<file path="config.mk">
export PLATFORM = sky130hd
export DESIGN_NAME = row_line_encoder
export DESIGN_NICKNAME = d
export VERILOG_FILES = /design/src/rtl/matriz_pkg.sv /design/src/rtl/row_debouncer.sv /design/src/rtl/row_line_encoder.sv
export SDC_FILE = /design/constraint.sdc
export NUM_CORES = 1
export LEC_CHECK = 0
export CORE_AREA = 2 2 48 84
export CTS_BUF_LIST = sky130_fd_sc_hd__clkbuf_8
export DETAILED_ROUTE_END_ITERATION = 8
export DIE_AREA = 0 0 50 86
export PLACE_DENSITY_LB_ADDON = 0.05
export SLEW_MARGIN = 20
export SYNTH_ARGS = -nofsm -noshare
export SYNTH_HDL_FRONTEND = slang
export SYNTH_HIERARCHICAL = 1
export SYNTH_SLANG_ARGS = --single-unit
</file>
<file path="constraint.sdc">
create_clock -name clk -period 3.3 [get_ports clk]
set_clock_uncertainty 0.2 [all_clocks]
set_input_delay 0.66 -clock clk [delete_from_list [all_inputs] [get_ports clk]]
set_output_delay 0.66 -clock clk [all_outputs]
set_load 0.01 [all_outputs]
</file>
<file path="src/rtl/matriz_pkg.sv">
// Shared types and helpers for the row line encoder.
// Maps a settled one-hot row vector (bit k-1 = Lk) back to the 3-bit ABC code 7-k;
// an all-zero vector maps to CODE_NONE (3'b111).
package matriz_pkg;

    typedef logic [6:0] row_vec_t;
    typedef logic [2:0] row_code_t;

    localparam row_code_t CODE_NONE = 3'b111;

    typedef enum logic {
        S_TRACK  = 1'b0,
        S_STABLE = 1'b1
    } deb_state_t;

    // Encode a zero or one-hot row vector; Lk -> 7-k, no row -> CODE_NONE.
    // Multi-hot vectors also fall into the default arm, but they are
    // filtered out by the caller before the code is used.
    function automatic row_code_t onehot_to_code(input row_vec_t v);
        row_code_t code;
        case (v)
            7'b0000001: code = 3'b110;
            7'b0000010: code = 3'b101;
            7'b0000100: code = 3'b100;
            7'b0001000: code = 3'b011;
            7'b0010000: code = 3'b010;
            7'b0100000: code = 3'b001;
            7'b1000000: code = 3'b000;
            default:    code = CODE_NONE;
        endcase
        return code;
    endfunction

    // True when two or more row lines are high at the same time.
    function automatic logic is_multi_hot(input row_vec_t v);
        return ((v & (v - 7'd1)) != 7'd0);
    endfunction

endpackage

</file>
<file path="src/rtl/row_debouncer.sv">
// Two-flop synchroniser plus debounce FSM for the 7 row lines.
// Emits the settled vector together with a one-cycle eval strobe each time
// the synced lines have been identical for DEBOUNCE_CYCLES consecutive samples.
module row_debouncer
    import matriz_pkg::*;
#(
    parameter int DEBOUNCE_CYCLES = 4
) (
    input  logic       clk,
    input  logic       rst_n,
    input  logic [6:0] l_in,
    output logic [6:0] settled,
    output logic       eval
);

    localparam int CW = $clog2(DEBOUNCE_CYCLES + 1);
    localparam logic [CW-1:0] CNT_MAX = CW'(DEBOUNCE_CYCLES);
    localparam logic [CW-1:0] CNT_TGT = CW'(DEBOUNCE_CYCLES - 1);

    row_vec_t      sync1_q, sync1_d;
    row_vec_t      sync2_q, sync2_d;
    row_vec_t      prev_q, prev_d;
    row_vec_t      settled_q, settled_d;
    logic [CW-1:0] cnt_q, cnt_d;
    logic [CW-1:0] cnt_inc_s;
    deb_state_t    state_q, state_d;
    logic          eval_q, eval_d;
    logic          change_s;

    // Next-state logic: synchroniser shift, change detection, saturating counter and FSM.
    always_comb begin
        sync1_d   = l_in;
        sync2_d   = sync1_q;
        prev_d    = sync2_q;
        settled_d = settled_q;
        state_d   = state_q;
        cnt_d     = cnt_q;
        eval_d    = 1'b0;
        change_s  = (sync2_q != prev_q);
        if (cnt_q == CNT_MAX) begin
            cnt_inc_s = cnt_q;
        end else begin
            cnt_inc_s = cnt_q + CW'(1);
        end
        case (state_q)
            S_TRACK: begin
                if (change_s) begin
                    cnt_d = {CW{1'b0}};
                end else begin
                    cnt_d = cnt_inc_s;
                    if (cnt_inc_s >= CNT_TGT) begin
                        state_d   = S_STABLE;
                        eval_d    = 1'b1;
                        settled_d = sync2_q;
                    end else begin
                        state_d   = S_TRACK;
                    end
                end
            end
            S_STABLE: begin
                if (change_s) begin
                    state_d = S_TRACK;
                    cnt_d   = {CW{1'b0}};
                end else begin
                    state_d = S_STABLE;
                end
            end
            default: begin
                state_d = S_TRACK;
                cnt_d   = {CW{1'b0}};
            end
        endcase
    end

    // State and output registers; async active-low reset.
    always_ff @(posedge clk or negedge rst_n) begin
        if (!rst_n) begin
            sync1_q   <= 7'b0;
            sync2_q   <= 7'b0;
            prev_q    <= 7'b0;
            settled_q <= 7'b0;
            cnt_q     <= {CW{1'b0}};
            state_q   <= S_TRACK;
            eval_q    <= 1'b0;
        end else begin
            sync1_q   <= sync1_d;
            sync2_q   <= sync2_d;
            prev_q    <= prev_d;
            settled_q <= settled_d;
            cnt_q     <= cnt_d;
            state_q   <= state_d;
            eval_q    <= eval_d;
        end
    end

    assign settled = settled_q;
    assign eval    = eval_q;

endmodule

</file>
<file path="src/rtl/row_line_encoder.sv">
// Row line encoder: debounced 7-line row input encoded to the 3-bit ABC code
// and delivered once per change through a single-entry valid/ready buffer.
// err flags settled multi-hot patterns, ovf flags codes dropped on a full buffer.
// Optional feature macro: ROW_ENC_PARITY_EN adds out_par = ~^out_code.
module row_line_encoder
    import matriz_pkg::*;
#(
    parameter int DEBOUNCE_CYCLES = 4
) (
    input  logic       clk,
    input  logic       rst_n,
    input  logic [6:0] l_in,
    output logic [2:0] out_code,
    output logic       out_valid,
    input  logic       out_ready,
    output logic       err,
`ifdef ROW_ENC_PARITY_EN
    output logic       ovf,
    output logic       out_par
`else
    output logic       ovf
`endif
);

    row_vec_t  settled_s;
    logic      eval_s;
    row_code_t event_code_s;

    row_vec_t  last_acc_q, last_acc_d;
    row_code_t out_code_q, out_code_d;
    logic      out_valid_q, out_valid_d;
    logic      err_q, err_d;
    logic      ovf_q, ovf_d;
    logic      out_par_q, out_par_d;

    row_debouncer #(
        .DEBOUNCE_CYCLES (DEBOUNCE_CYCLES)
    ) u_debouncer (
        .clk     (clk),
        .rst_n   (rst_n),
        .l_in    (l_in),
        .settled (settled_s),
        .eval    (eval_s)
    );

    // Classify the settled pattern and update the output buffer and pulse flags.
    always_comb begin
        last_acc_d   = last_acc_q;
        out_code_d   = out_code_q;
        err_d        = 1'b0;
        ovf_d        = 1'b0;
        event_code_s = onehot_to_code(settled_s);
        if (out_valid_q && out_ready) begin
            out_valid_d = 1'b0;
        end else begin
            out_valid_d = out_valid_q;
        end
        if (eval_s) begin
            if (settled_s == last_acc_q) begin
                last_acc_d = last_acc_q;
            end else if (is_multi_hot(settled_s)) begin
                err_d = 1'b1;
            end else begin
                // last_acc tracks the pattern even if the code itself is dropped.
                last_acc_d = settled_s;
                if (out_valid_q && !out_ready) begin
                    ovf_d = 1'b1;
                end else begin
                    out_valid_d = 1'b1;
                    out_code_d  = event_code_s;
                end
            end
        end else begin
            last_acc_d = last_acc_q;
        end
        out_par_d = ~^out_code_d;
    end

    // Output buffer and flag registers; async active-low reset drops any pending code.
    always_ff @(posedge clk or negedge rst_n) begin
        if (!rst_n) begin
            last_acc_q  <= 7'b0;
            out_code_q  <= CODE_NONE;
            out_valid_q <= 1'b0;
            err_q       <= 1'b0;
            ovf_q       <= 1'b0;
            out_par_q   <= 1'b0;
        end else begin
            last_acc_q  <= last_acc_d;
            out_code_q  <= out_code_d;
            out_valid_q <= out_valid_d;
            err_q       <= err_d;
            ovf_q       <= ovf_d;
            out_par_q   <= out_par_d;
        end
    end

    assign out_code  = out_code_q;
    assign out_valid = out_valid_q;
    assign err       = err_q;
    assign ovf       = ovf_q;
`ifdef ROW_ENC_PARITY_EN
    assign out_par   = out_par_q;
`else
    logic unused_par_s;
    assign unused_par_s = out_par_q;
`endif

endmodule
</file>
==> flow_summary.ini, run 1 <==
[finish]
final_cell_count_no_fill = 210
fill_cells = 292
diodes = 0
area_delta_synth_final_pct = 13.0
final_cell_area_um2 = 2240
fin_util = 0.623
layout-drive-gt1-share = 0.226
register_area_um2 = 1150
nNetsFinal = 176
multi_input_area_um2 = 767

[sta]
drv_slew = 0
fin_ws_ps = 638
finalSetupViolCount = 0
rsz0062_at_grt = false
hold_viol = 0
fin_crit_sh = 0.807
tightest_slew_ps = 671
fin_setup_tns_ps = 0
period_needed_ps = 2660
slew_headroom = 0.541
clock.fmax_ghz = 0.376

[clocking]
cts.clk_slew.worst_paths_ps = 90
postCtsSetupBuffers = 0
ctsResizeCount = 0
cts_tree = done
clk_path_buf_depth = 2
clock_latency_ps = 300
cts-root-buf = clkbuf_8
clock_sinks = 46
cts_buffers = 5
htreeDepth = 2
holdBufCountCts = 0

[logic_synthesis]
syn_nets = 162
ys.flop_type = dfrtp_1
ys_warn_count = 6
ys_seq_elements = 46
netlist_area_um2 = 1980
synth.largest_area_cell = dfrtp_1
postSynthAreaPerCell_um2 = 13.3
synth_cell_types = 40
synth_top_area_frac = 0.543
synth_common_cells = 43 x dfrtp_1, 14 x mux2_2, 11 x xnor2_1
synth.most_common_cell = dfrtp_1
seq_area_frac_synth = 0.583
synth_edf_count = 0
syn_inst = 149
synth-async-reset-ratio = 1.00
ys_top_cells_by_area = dfrtp_1 54%, mux2_2 8.0%, xnor2_1 4.9%, dfstp_2 4.0%, xor2_1 3.5%

[pwr]
p_int_uw = 748
p_switching_uw = 224
switching_share = 0.230
p_leak_nw = 1.00
power.density_nw_per_um2 = 434
clockPowerShare = 0.359
irDropWorstVdd_mv = 0.360
power_frac_seq = 0.603
combinationalPowerShare = 0.038

[detailed_routing]
wirelength_um = 3110
antenna_left = 0
route.detailed.drc = 0
drt-initial-drc-count = 6
dr.pass1.iters = 4
dr_total_vias = 1128
routedWlPerCell_um = 14.8
viasPerCell = 5.37

[flow_run]
max-cap-violations = 0

[global_route]
antenna_found_initial = 0
grt_max_degree = 47
gr-usage-all-layers = 0.171
first_global_vias = 1209
overflow = 0
grt_pass1_wl_um = 5390

[die]
core_area_um2 = 3590
fp.dieH_um = 86
num_io_pins = 16
placementRows = 29
start_util = 0.552
die_x_um = 50
dieArea_um2 = 4300

[place]
dp_cells = 202
port_buffers = 15
place_ws_ps = 637
gp_congestion = 0.783
dp_hpwl_um = 2250
dpl_cell_area_um2 = 2140

[worst_setup_path]
worstSetupEndpointType = flop
r2r_cells = 5
arrival_ps = 2650
timing.rr.end = last_acc_q[2]$_DFFE_PN0P_
critPathKind = flop to flop
regToRegSetupSlack_ps = 640
worstPathMaxFanout = 12
reg2reg_from = u_debouncer/settled[3]$_DFFE_PN0P_
cp-startpoint = u_debouncer/settled[3]$_DFFE_PN0P_
worst_setup_path_start_kind = flop
cp.required_ps = 3290

[min_path]
hp-class = input port to async pin

[run_status]
status = completed
[cells by family after synthesis]
group / share of synthesized area
AO/OA/AOI/OAI: 0.0745
XOR/XNOR: 0.0840
adder cells (fa/ha/maj): 0.0240
buffers and inverters: 0.0303
flip-flops: 0.583
multiplexers: 0.105
AND/OR/NAND/NOR: 0.0998
[worst max-delay path, stage by stage, from the launching register on]
cell,delay (ps)
dfrtp_1,520
or4_4,570
a211oi_2,220
o22a_2,180
nor2b_1,460
mux2_2,400
[cell usage in the layout (no fill, tap or decap), types with 2 or more instances in the layout]
| cell type | instances |
|---|---|
| nor2_1 | 5 |
| nor2b_1 | 3 |
| o21ai_0 | 7 |
| nand2_1 | 2 |
| dfstp_2 | 3 |
| dfrtp_1 | 43 |
| nand4_1 | 2 |
| mux2_4 | 2 |
| nor3_1 | 3 |
| or2_2 | 2 |
| mux2i_1 | 2 |
| mux2_2 | 14 |
| xor2_1 | 8 |
| a21oi_1 | 3 |
| o211ai_1 | 3 |
| clkbuf_8 | 5 |
| inv_1 | 5 |
| xnor2_1 | 11 |
| ha_1 | 3 |
| nor4_1 | 2 |
| clkdlybuf4s50_1 | 14 |
[power by group through the flow]
| stage | Combinational (mW) | Sequential [mW] | Clock, mW |
|---|---|---|---|
| global route | 0.0429 | 0.588 | 0.391 |
| detailed placement | 0.0383 | 0.597 | 0 |
| global placement | 0.0372 | 0.596 | 0 |
| CTS | 0.0384 | 0.586 | 0.366 |
| finish | 0.0372 | 0.586 | 0.349 |
| floorplan | 0.0158 | 0.594 | 0 |
[sequential cells by signal (all words and copies together) (netlist names), 3 cells and up]
register / count
u_debouncer/settled: 7
out_code: 3
u_debouncer/sync1_q: 7
u_debouncer/prev_d: 7
last_acc_q: 7
u_debouncer/prev_q: 7
u_debouncer/cnt_q: 3
[stage by stage]
| stage | total power, mW | hold WS (ps) |
|---|---|---|
| 4_1_cts | 0.991 | 160 |
| 3_3_place_gp | 0.633 | 134 |
| 2_1_floorplan | 0.610 | 131 |
| 6_report | 0.972 | 144 |
| 3_5_place_dp | 0.635 | 136 |
| 5_1_grt | 1.02 | 164 |
[metal layers]
layer | global-route usage | routed length (um) | vias to the layer above
li1 | - | - | 543
met5 | 0 | 0 | -
met1 | 0.172 | 1180 | 548
met3 | 0.0436 | 116 | 7
met4 | 0.0808 | 59 | 0
met2 | 0.316 | 1760 | 30
[worst max-delay path by stage]
stage	end	slack, ps	cells past startpoint
after floorplan	out_code[0]$_DFFE_PN1P_	910	6
after global placement	last_acc_q[2]$_DFFE_PN0P_	710	5
after detailed placement	last_acc_q[2]$_DFFE_PN0P_	640	5
after CTS	last_acc_q[2]$_DFFE_PN0P_	640	5
after global routing	last_acc_q[2]$_DFFE_PN0P_	510	5
final	last_acc_q[2]$_DFFE_PN0P_	640	5
[area by class of cell]
| type | instances | area share |
|---|---|---|
| Sequential cell | 46 | 0.516 |
| Multi-Input combinational cell | 90 | 0.342 |
| Timing Repair Buffer | 15 | 0.0659 |
| Clock buffer | 5 | 0.0307 |
| Tap cell | 46 | 0.0257 |
| Clock inverter | 3 | 0.0112 |
| Inverter | 5 | 0.00838 |
Power figures use the tool's default switching activity.
==> run 2, diff against run 1 <==
CORE_AREA = 2 2 49 86   (was 2 2 48 84)
DIE_AREA = 0 0 51 88   (was 0 0 50 86)
clock period = 2.43 ns   (was 3.3 ns; I/O delays follow)
==> run 2 against run 1 <==
Final area grew 2.9%. Flip-flop and latch count is the same. Clock-buffer cell count is the same. Sequential power grew 35%. Clock power grew 23%. Largest cell class unchanged. Worst hold slack lost 95 ps. Critical endpoint is now out_code[0]$_DFFE_PN1P_. Largest power group unchanged. Non-clock buffer count grew 10. Critical path type unchanged. Register-to-register slack lost 540 ps. Setup slack lost 540 ps.
==> flow_summary.ini, run 2 (synthesis gave the netlist of run 1 again) <==
[pwr]
power.density_nw_per_um2 = 554
irDropWorstVdd_mv = 0.528
p_leak_nw = 1.05

[detailed_routing]
antenna_left = 0
wirelength_um = 3280
route.met2.wl_um = 1910
drt-initial-drc-count = 28
dr_total_vias = 1188
route.detailed.drc = 0
dr.pass1.iters = 4
dr_wl_met3_um = 107
viasPerCell = 5.38
wl_met1_um = 1150
top_layer = met4
routedWlPerCell_um = 14.8

[die]
fp.dieH_um = 88
placementRows = 30
core_area_um2 = 3790
dieArea_um2 = 4490
die_x_um = 51
num_io_pins = 16
start_util = 0.523

[worst_setup_path]
cp.required_ps = 2460
critPathKind = flop to flop
worstSetupEndpointType = flop
r2r_cells = 5
reg2reg_from = u_debouncer/settled[2]$_DFFE_PN0P_
path_cells = or4_4 > a211oi_2 > o22a_2 > or3b_4 > mux2_4
arrival_ps = 2360
regToRegSetupSlack_ps = 100
worst_setup_path_start_kind = flop
timing.rr.end = out_code[0]$_DFFE_PN1P_
slowest_stage = or4_4
slowest_delay_ps = 550
worstPathMaxFanout = 4

[clocking]
clk_path_buf_depth = 2
postCtsSetupBuffers = 0
ctsResizeCount = 0
htreeDepth = 2
cts_buffers = 5
cts.clk_slew.worst_paths_ps = 80
cts-root-buf = clkbuf_8
clock_sinks = 46
cts_tree = done
holdBufCountCts = 0
clock_latency_ps = 300

[place]
dp_hpwl_um = 2480
place_ws_ps = 114
port_buffers = 15
dpl_cell_area_um2 = 2220
gp_congestion = 0.788

[global_route]
grt_max_degree = 47
gr-usage-all-layers = 0.172
antenna_found_initial = 0
first_global_vias = 1260
overflow = 0
grt_pass1_wl_um = 5570

[flow_run]
max-cap-violations = 0

[sta]
period_needed_ps = 2330
tightest_slew_ps = 554
clock.fmax_ghz = 0.429
fin_ws_ps = 101
fin_setup_tns_ps = 0
hold_viol = 0
rsz0062_at_grt = false
drv_slew = 0
hold_slack_ps = 49.2
finalSetupViolCount = 0
fin_crit_sh = 0.959
slew_headroom = 0.630

[finish]
mostFrequentLayoutCell = dfrtp_1
final_cell_area_um2 = 2300
final_cell_mix = 43 x dfrtp_1, 14 x mux2_2, 14 x clkdlybuf4s50_1
area_delta_synth_final_pct = 16.3
nNetsFinal = 186
diodes = 0
layout-drive-gt1-share = 0.272

[run_status]
status = completed

[min_path]
hp-class = input port to async pin
[run 2: power breakdown]
| part | switching (mW) | internal (mW) |
|---|---|---|
| Clock | 0.237 | 0.193 |
| Sequential | 0.0103 | 0.784 |
| Combinational | 0.0277 | 0.0265 |
| Total | 0.275 | 1.00 |
[run 2: layout make-up]
| type | count | area, um^2 |
|---|---|---|
| fillers | 312 | 1490 |
| flip-flops and latches | 46 | 1150 |
| multi-input cells | 90 | 772 |
| repair buffers | 25 | 220 |
| clock buffers | 5 | 68.8 |
| well taps | 48 | 60.1 |
| inverters | 5 | 18.8 |
| clock inverters | 2 | 10.0 |
[run 2: through the flow]
step	power [mW]	cells	util
3_5_place_dp	0.865	214	0.586
3_3_place_gp	0.862	214	0.586
2_1_floorplan	0.828	149	-
4_1_cts	1.30	221	0.607
6_report	1.28	221	0.608
5_1_grt	1.33	221	0.608
[run 2: how the worst max path moves through the flow]
| stage | startpoint | end | slack [ps] | cells past startpoint |
|---|---|---|---|---|
| 3_3_place_gp | u_debouncer/settled[2]$_DFFE_PN0P_ | out_code[0]$_DFFE_PN1P_ | 140 | 5 |
| 4_1_cts | u_debouncer/settled[2]$_DFFE_PN0P_ | out_code[0]$_DFFE_PN1P_ | 100 | 5 |
| 3_5_place_dp | u_debouncer/settled[2]$_DFFE_PN0P_ | out_code[0]$_DFFE_PN1P_ | 110 | 5 |
| 2_1_floorplan | u_debouncer/settled[2]$_DFFE_PN0P_ | out_code[0]$_DFFE_PN1P_ | 40 | 6 |
| 5_1_grt | u_debouncer/settled[2]$_DFFE_PN0P_ | out_code[0]$_DFFE_PN1P_ | 40 | 5 |
| 6_report | u_debouncer/settled[2]$_DFFE_PN0P_ | out_code[0]$_DFFE_PN1P_ | 100 | 5 |
[run 2: critical path, delay by kind of cell (launching register included)]
| family | cells | cell delay, ps |
|---|---|---|
| mux | 1 | 310 |
| simple gates | 2 | 960 |
| compound gates | 2 | 400 |
| flops | 1 | 390 |
[run 2: per-layer routing]
| metal | up-vias | GRT usage |
|---|---|---|
| li1 | 557 | - |
| met1 | 596 | 0.161 |
| met2 | 25 | 0.319 |
| met3 | 10 | 0.0410 |
| met4 | 0 | 0.115 |
| met5 | - | 0 |
